**config.mk**
```make
export PLATFORM = sky130hd
export DESIGN_NAME = one_wire_master_ctrl
export DESIGN_NICKNAME = d
export VERILOG_FILES = /design/src/rtl/one_wire_pkg.sv /design/src/rtl/one_wire_sync2.sv /design/src/rtl/one_wire_master_ctrl.sv
export SDC_FILE = /design/constraint.sdc
export NUM_CORES = 1
export LEC_CHECK = 0
export BUFFER_PORTS_ARGS = -buffer_cell sky130_fd_sc_hd__buf_2
export CAP_MARGIN = 25
export CORE_MARGIN = 2
export CORE_UTILIZATION = 40
export CTS_CLUSTER_SIZE = 40
export DETAILED_ROUTE_END_ITERATION = 10
export HOLD_SLACK_MARGIN = 0.02
export SYNTH_ARGS = -nofsm -noshare
export SYNTH_HDL_FRONTEND = slang
export SYNTH_SLANG_ARGS = --single-unit
```
**constraint.sdc**
```tcl
create_clock -name clk -period 2.1 [get_ports clk]
set_input_delay 0 -clock clk [delete_from_list [all_inputs] [get_ports clk]]
set_output_delay 0 -clock clk [all_outputs]
set_load 0.005 [all_outputs]
```
**src/rtl/one_wire_pkg.sv**
```systemverilog
// Shared 1-Wire definitions: opcodes, bus timing in microseconds and a
// helper that turns microseconds into clock cycles.
package one_wire_pkg;

  typedef logic [1:0] ow_op_t;

  localparam ow_op_t OW_OP_RESET = 2'd0;
  localparam ow_op_t OW_OP_WRITE = 2'd1;
  localparam ow_op_t OW_OP_READ  = 2'd2;
  localparam ow_op_t OW_OP_RSVD  = 2'd3;

  localparam int unsigned T_RSTL = 480;  // reset pulse low
  localparam int unsigned T_RSTH = 480;  // reset release / presence window
  localparam int unsigned T_PDS  = 70;   // presence sample point in release window
  localparam int unsigned T_LOW1 = 6;    // low time of a write-1 / read slot
  localparam int unsigned T_LOW0 = 60;   // low time of a write-0 slot
  localparam int unsigned T_SLOT = 70;   // full slot length
  localparam int unsigned T_RDS  = 15;   // read sample point from slot start

  function automatic int unsigned us_to_cycles(input int unsigned us,
                                               input int unsigned clk_mhz);
    return us * clk_mhz;
  endfunction

endpackage

```
**src/rtl/one_wire_sync2.sv**
```systemverilog
// Two-flop synchronizer for the raw bus level. Resets to 1 (idle bus).
module one_wire_sync2 (
  input  logic clk,
  input  logic rst_n,
  input  logic d,
  output logic q
);

  logic meta_r;
  logic q_r;

  // Two-stage capture of the asynchronous input.
  always_ff @(posedge clk or negedge rst_n) begin
    if (!rst_n) begin
      meta_r <= 1'b1;
      q_r    <= 1'b1;
    end else begin
      meta_r <= d;
      q_r    <= meta_r;
    end
  end

  assign q = q_r;

endmodule

```
**src/rtl/one_wire_master_ctrl.sv**
```systemverilog
// 1-Wire bus master sequencer: turns byte-level commands into timed
// reset/presence and read/write slots on an open-drain wire.
module one_wire_master_ctrl #(
  parameter int CLK_MHZ = 100,
  parameter int CNT_W   = 16
) (
  input  logic       clk,
  input  logic       rst_n,
  input  logic       cmd_valid,
  output logic       cmd_ready,
  input  logic [1:0] cmd_op,
  input  logic [7:0] cmd_data,
  output logic       rsp_valid,
  output logic [7:0] rsp_data,
  output logic       rsp_presence,
  output logic       rsp_err,
  output logic       ow_drive_low,
  input  logic       ow_sense,
  output logic       busy
);

  import one_wire_pkg::*;

  if (CNT_W < $clog2(int'(T_RSTL) * CLK_MHZ + 1)) begin : g_cnt_w_too_small
    $error("one_wire_master_ctrl: CNT_W too small for the reset pulse length");
  end

  localparam logic [2:0] ST_IDLE     = 3'd0;
  localparam logic [2:0] ST_RST_LOW  = 3'd1;
  localparam logic [2:0] ST_RST_REL  = 3'd2;
  localparam logic [2:0] ST_SLOT_LOW = 3'd3;
  localparam logic [2:0] ST_SLOT_REL = 3'd4;
  localparam logic [2:0] ST_RESP     = 3'd5;

  localparam int unsigned MHZ = CLK_MHZ;
  localparam logic [CNT_W-1:0] C_RSTL_LAST = CNT_W'(us_to_cycles(T_RSTL, MHZ) - 1);
  localparam logic [CNT_W-1:0] C_RSTH_LAST = CNT_W'(us_to_cycles(T_RSTH, MHZ) - 1);
  localparam logic [CNT_W-1:0] C_PDS       = CNT_W'(us_to_cycles(T_PDS, MHZ));
  localparam logic [CNT_W-1:0] C_LOW1      = CNT_W'(us_to_cycles(T_LOW1, MHZ));
  localparam logic [CNT_W-1:0] C_LOW0      = CNT_W'(us_to_cycles(T_LOW0, MHZ));
  localparam logic [CNT_W-1:0] C_SLOT      = CNT_W'(us_to_cycles(T_SLOT, MHZ));
  // Read sample point counted from the start of the release phase.
  localparam logic [CNT_W-1:0] C_RDS_REL   = CNT_W'(us_to_cycles(T_RDS - T_LOW1, MHZ));

  logic [2:0]       state_r;
  logic [2:0]       state_nxt_s;
  logic [CNT_W-1:0] cnt_r;
  ow_op_t           op_r;
  logic [7:0]       tx_r;
  logic [7:0]       rx_r;
  logic [2:0]       bit_idx_r;
  logic             presence_r;
  logic             err_r;
  logic             ready_r;
  logic             busy_r;
  logic             drive_r;
  logic             rsp_valid_r;
  logic [7:0]       rsp_data_r;
  logic             rsp_presence_r;
  logic             rsp_err_r;

  logic             sense_s;
  logic             accept_s;
  logic             bit_val_s;
  logic [CNT_W-1:0] low_len_s;
  logic [CNT_W-1:0] low_last_s;
  logic [CNT_W-1:0] rel_last_s;

  one_wire_sync2 u_sync (
    .clk   (clk),
    .rst_n (rst_n),
    .d     (ow_sense),
    .q     (sense_s)
  );

  assign accept_s = cmd_valid && ready_r && (state_r == ST_IDLE);

  // Slot shape: a write-0 holds the bus low long, everything else is short.
  always_comb begin
    bit_val_s = tx_r[bit_idx_r];
    if ((op_r == OW_OP_WRITE) && !bit_val_s) begin
      low_len_s = C_LOW0;
    end else begin
      low_len_s = C_LOW1;
    end
    low_last_s = low_len_s - CNT_W'(1);
    rel_last_s = C_SLOT - low_len_s - CNT_W'(1);
  end

  // Next-state decode of the sequencer.
  always_comb begin
    state_nxt_s = state_r;
    case (state_r)
      ST_IDLE: begin
        if (accept_s) begin
          case (cmd_op)
            OW_OP_RESET: state_nxt_s = ST_RST_LOW;
            OW_OP_WRITE: state_nxt_s = ST_SLOT_LOW;
            OW_OP_READ:  state_nxt_s = ST_SLOT_LOW;
            default:     state_nxt_s = ST_RESP;
          endcase
        end else begin
          state_nxt_s = ST_IDLE;
        end
      end
      ST_RST_LOW: begin
        if (cnt_r == C_RSTL_LAST) begin
          state_nxt_s = ST_RST_REL;
        end else begin
          state_nxt_s = ST_RST_LOW;
        end
      end
      ST_RST_REL: begin
        if (cnt_r == C_RSTH_LAST) begin
          state_nxt_s = ST_RESP;
        end else begin
          state_nxt_s = ST_RST_REL;
        end
      end
      ST_SLOT_LOW: begin
        if (cnt_r == low_last_s) begin
          state_nxt_s = ST_SLOT_REL;
        end else begin
          state_nxt_s = ST_SLOT_LOW;
        end
      end
      ST_SLOT_REL: begin
        if (cnt_r != rel_last_s) begin
          state_nxt_s = ST_SLOT_REL;
        end else if (bit_idx_r == 3'd7) begin
          state_nxt_s = ST_RESP;
        end else begin
          state_nxt_s = ST_SLOT_LOW;
        end
      end
      ST_RESP: state_nxt_s = ST_IDLE;
      default: state_nxt_s = ST_IDLE;
    endcase
  end

  // State register and slot counter, which restarts on every state change.
  always_ff @(posedge clk or negedge rst_n) begin
    if (!rst_n) begin
      state_r <= ST_IDLE;
      cnt_r   <= {CNT_W{1'b0}};
    end else begin
      state_r <= state_nxt_s;
      if (state_nxt_s != state_r) begin
        cnt_r <= {CNT_W{1'b0}};
      end else begin
        cnt_r <= cnt_r + CNT_W'(1);
      end
    end
  end

  // Command latching, bit sequencing, bus sampling and error capture.
  always_ff @(posedge clk or negedge rst_n) begin
    if (!rst_n) begin
      op_r       <= OW_OP_RESET;
      tx_r       <= 8'h00;
      rx_r       <= 8'h00;
      bit_idx_r  <= 3'd0;
      presence_r <= 1'b0;
      err_r      <= 1'b0;
    end else if (accept_s) begin
      op_r       <= cmd_op;
      tx_r       <= cmd_data;
      rx_r       <= 8'h00;
      bit_idx_r  <= 3'd0;
      presence_r <= 1'b0;
      err_r      <= (cmd_op == OW_OP_RSVD);
    end else begin
      if ((state_r == ST_RST_REL) && (cnt_r == C_PDS) && !sense_s) begin
        presence_r <= 1'b1;
      end
      if ((state_r == ST_RST_REL) && (cnt_r == C_RSTH_LAST) && !sense_s) begin
        err_r <= 1'b1;
      end
      if ((state_r == ST_SLOT_REL) && (op_r == OW_OP_READ) && (cnt_r == C_RDS_REL)) begin
        rx_r[bit_idx_r] <= sense_s;
      end
      if ((state_r == ST_SLOT_REL) && (cnt_r == rel_last_s)) begin
        if (!sense_s) begin
          err_r <= 1'b1;
        end
        if (bit_idx_r != 3'd7) begin
          bit_idx_r <= bit_idx_r + 3'd1;
        end
      end
    end
  end

  // Registered outputs; response fields are non-zero only on the rsp_valid cycle.
  always_ff @(posedge clk or negedge rst_n) begin
    if (!rst_n) begin
      ready_r        <= 1'b1;
      busy_r         <= 1'b0;
      drive_r        <= 1'b0;
      rsp_valid_r    <= 1'b0;
      rsp_data_r     <= 8'h00;
      rsp_presence_r <= 1'b0;
      rsp_err_r      <= 1'b0;
    end else begin
      ready_r        <= (state_nxt_s == ST_IDLE) && (state_r != ST_RESP);
      busy_r         <= !((state_nxt_s == ST_IDLE) && (state_r != ST_RESP));
      drive_r        <= (state_nxt_s == ST_RST_LOW) || (state_nxt_s == ST_SLOT_LOW);
      rsp_valid_r    <= (state_r == ST_RESP);
      rsp_data_r     <= ((state_r == ST_RESP) && (op_r == OW_OP_READ)) ? rx_r : 8'h00;
      rsp_presence_r <= (state_r == ST_RESP) && (op_r == OW_OP_RESET) && presence_r;
      rsp_err_r      <= (state_r == ST_RESP) && err_r;
    end
  end

  assign cmd_ready    = ready_r;
  assign busy         = busy_r;
  assign ow_drive_low = drive_r;
  assign rsp_valid    = rsp_valid_r;
  assign rsp_data     = rsp_data_r;
  assign rsp_presence = rsp_presence_r;
  assign rsp_err      = rsp_err_r;

endmodule

```
==> out/results.ini <==
[run_status]
status = complete, but fails checks
violations = setup timing

[placed_design]
hpwl_um = 4810
gp_congestion = 0.871
port_buffers = 27

[detailed_routing]
via_per_inst = 4.90
dr_wl_met2_um = 3070
wl_met3_um = 208
top_layer = met4
drtAntennaViolNets = 0
vias = 2409
drt_iter0_markers = 77
drt_wl_total_um = 6640
drc = 0
firstDrtPassIters = 4
wl_per_cell_um = 13.5
met1_length_um = 3230

[critical_path]
end_kind = flip-flop
r2r-end = cnt_r[6]
r2r_cells = 8
critPathKind = reg2reg
reg2reg_slack_ns = -0.13
critical_path_required_ns = 2.33
start_kind = flip-flop
cpMaxStageDelayCell = mux4_2
arrival_ns = 2.46
crit_fanout = 16
cp_cell_sequence = nand2b_4 > mux4_2 > nand2_4 > mux2i_4 > nor4_2 > o32ai_4 > buf_12 > nor2_1
cpPeakStageDelay_ns = 0.50
r2r-start = bit_idx_r[1]

[clocking]
cts_tree = done
clk_transition_reported_paths_ns = 0.07
cts_buffers = 9
htreeDepth = 3
clkLatencyLatePin_ns = 0.34
cts_buffer_depth = 2
clockRootBuffer = clkbuf_8
cts_sinks = 58

[final_layout]
most-common-layout-cells = 55 x buf_4, 53 x dfrtp_1, 27 x buf_2
layout-drive-gt1-share_pct = 41.2
layout_commonest_cell = buf_4
n_fill_cell = 651
n_antenna_cell = 0
area_growth_syn_to_layout_pct = 35.8
fin_nets = 407

[power_and_ir_drop]
ir_drop_v = 0.000383
finalPower_mw = 3.88
p_leak_nw = 1.87
p_per_area_nw_per_um2 = 935

[logic_synthesis]
synth_top_family_by_area = simple AND/OR/NAND/NOR gates
synth_compound_area_share_pct = 6.02
yosys.area.top_type_share_pct = 45.0
synth.distinct_cells = 51
synth_async_sr_flop_share_pct = 100
yosysWarnings = 0
synth_simple_gate_area_share_pct = 27.4
yosys_register_bits = 58
synth.mux.area_fraction_pct = 8.72
syn_nets = 316
synth_fa_ha_area_share_pct = 2.05
synth_area_um2 = 3060
syn_area_per_cell_um2 = 10.3
synth_xor_area_share_pct = 4.01
ys_seq_area_share_pct = 47.6
synthFlopType = dfrtp_1
netlist_instances = 297
yosys-top-cells-area = dfrtp_1 45%, mux2_2 4.4%, nor2_1 3.2%
synth-edff-count = 0
yosys.area.top_type = dfrtp_1

[global_routing]
grt_pass1_vias = 2431
antenna_found_initial = 0
grt_usage_pct = 17.3
grt_pass1_wl_um = 11400
grt_overflow = 0
grt_max_degree = 32

[timing]
drv_slew = 0
finClkSkew_ns = 0.00587
setup_viol = 19
timing.final.ws_setup_ns = -0.132
period_minus_slack_ns = 2.23
grt_setup_unrepaired = true
fin_crit_sh_pct = 106
worst_pin_slew_ns = 0.494
max_freq_mhz = 448
slew_headroom_pct = 67.0
whs_ns = 0.229
hold_viol_final = 0

[floorplan]
start_util_pct = 41.7
die_x_um = 91.4
ios = 28
core_um2 = 7330
rows = 31
die-area_um2 = 8360
fp.dieH_um = 91.4

[flow_run]
cap_violations = 0

[hold_path]
min_path_type = in2async

## layer usage
metal  global-route usage, %  vias up
met5                       0        -
met4                    7.83        0
met3                    3.65       12
met2                    26.7       46
li1                        -     1209
met1                    23.2     1142
## flip-flops by register name, indices dropped and copies added, names as in the netlist, 2 cells and up
name / count
tx_r: 8
rsp_data: 8
bit_idx_r: 3
state_r: 3
rx_r: 8
op_r: 2
cnt_r: 16
## Yosys cell counts (all sizes together) (2+ instances only)
library cell / instances
a21oi: 9
and2: 9
and3: 4
and4: 2
buf: 11
clkbuf: 7
dfrtp: 55
dfstp: 3
ha: 5
inv: 10
mux2: 13
mux2i: 9
nand2: 25
nand2b: 8
nand3: 12
nand3b: 3
nand4: 8
nand4b: 2
nand4bb: 2
nor2: 36
nor2b: 5
nor3: 8
nor3b: 9
nor4: 7
nor4b: 2
o21ai: 4
or2: 2
xnor2: 5
xor2: 9
## worst max-delay path, delay by kind of cell, from the launching register on
kind | cells | cell delay [ns]
multiplexers | 2 | 0.75
flip-flops | 1 | 0.45
AND/OR/NAND/NOR | 4 | 0.41
AO/OA/AOI/OAI | 1 | 0.31
buffers and inverters | 1 | 0.20
## cell families after synthesis
group	Yosys count
muxes	23
adders and majority gates	5
AOI/OAI and AO/OA	22
DFF	58
xor gates and xnor gates	14
and+or+nand+nor	147
buffers and inverters	28
## stage by stage
stage	instances	util, %	TNS (ns)	setup WS (ns)	instance area (µm²)
after floorplan	297	-	-1.37	-0.139	3090
after global placement	460	50.2	-1.99	-0.163	3680
after detailed placement	460	50.2	-2.70	-0.208	3680
after CTS	492	55.4	-2.14	-0.141	4060
after global routing	492	56.6	-3.88	-0.229	4150
final	492	56.6	-1.97	-0.132	4150
## timing repair
action | 4_1_cts | 5_1_grt
pin swaps | 4 | 3
buffers inserted | 3 | 1
endpoints found under the hold margin | 66 | 0
endpoints found under the setup margin | 23 | 28
hold buffers | 13 | 0
resized for setup | 11 | 17
## how the worst max path moves through the flow
| stage | endpoint | start | cells after the start |
|---|---|---|---|
| after global placement | cmd_ready | cnt_r[1] | 9 |
| after global routing | cnt_r[6] | bit_idx_r[1] | 8 |
| after floorplan | cnt_r[10] | bit_idx_r[1] | 9 |
| after CTS | cnt_r[6] | bit_idx_r[1] | 8 |
| final | cnt_r[6] | bit_idx_r[1] | 8 |
| after detailed placement | cmd_ready | cnt_r[1] | 9 |
## power breakdown
group          switching (mW)  internal, mW  total, mW
clock                   0.463         0.458      0.922
sequential              0.170          1.34       1.51
combinational           0.682         0.766       1.45
total                    1.32          2.57       3.88
## area by class of cell
class	count	area [µm²]	share of cell area, %
timing repair buffer	98	721	17.4
clock buffer	10	138	3.32
clock inverter	6	42.5	1.02
tap	99	124	2.98
inverter	10	37.5	0.904
multi-input combinational	211	1630	39.3
sequential	58	1460	35.1
Note: power is estimated with default switching activity, not from simulation.
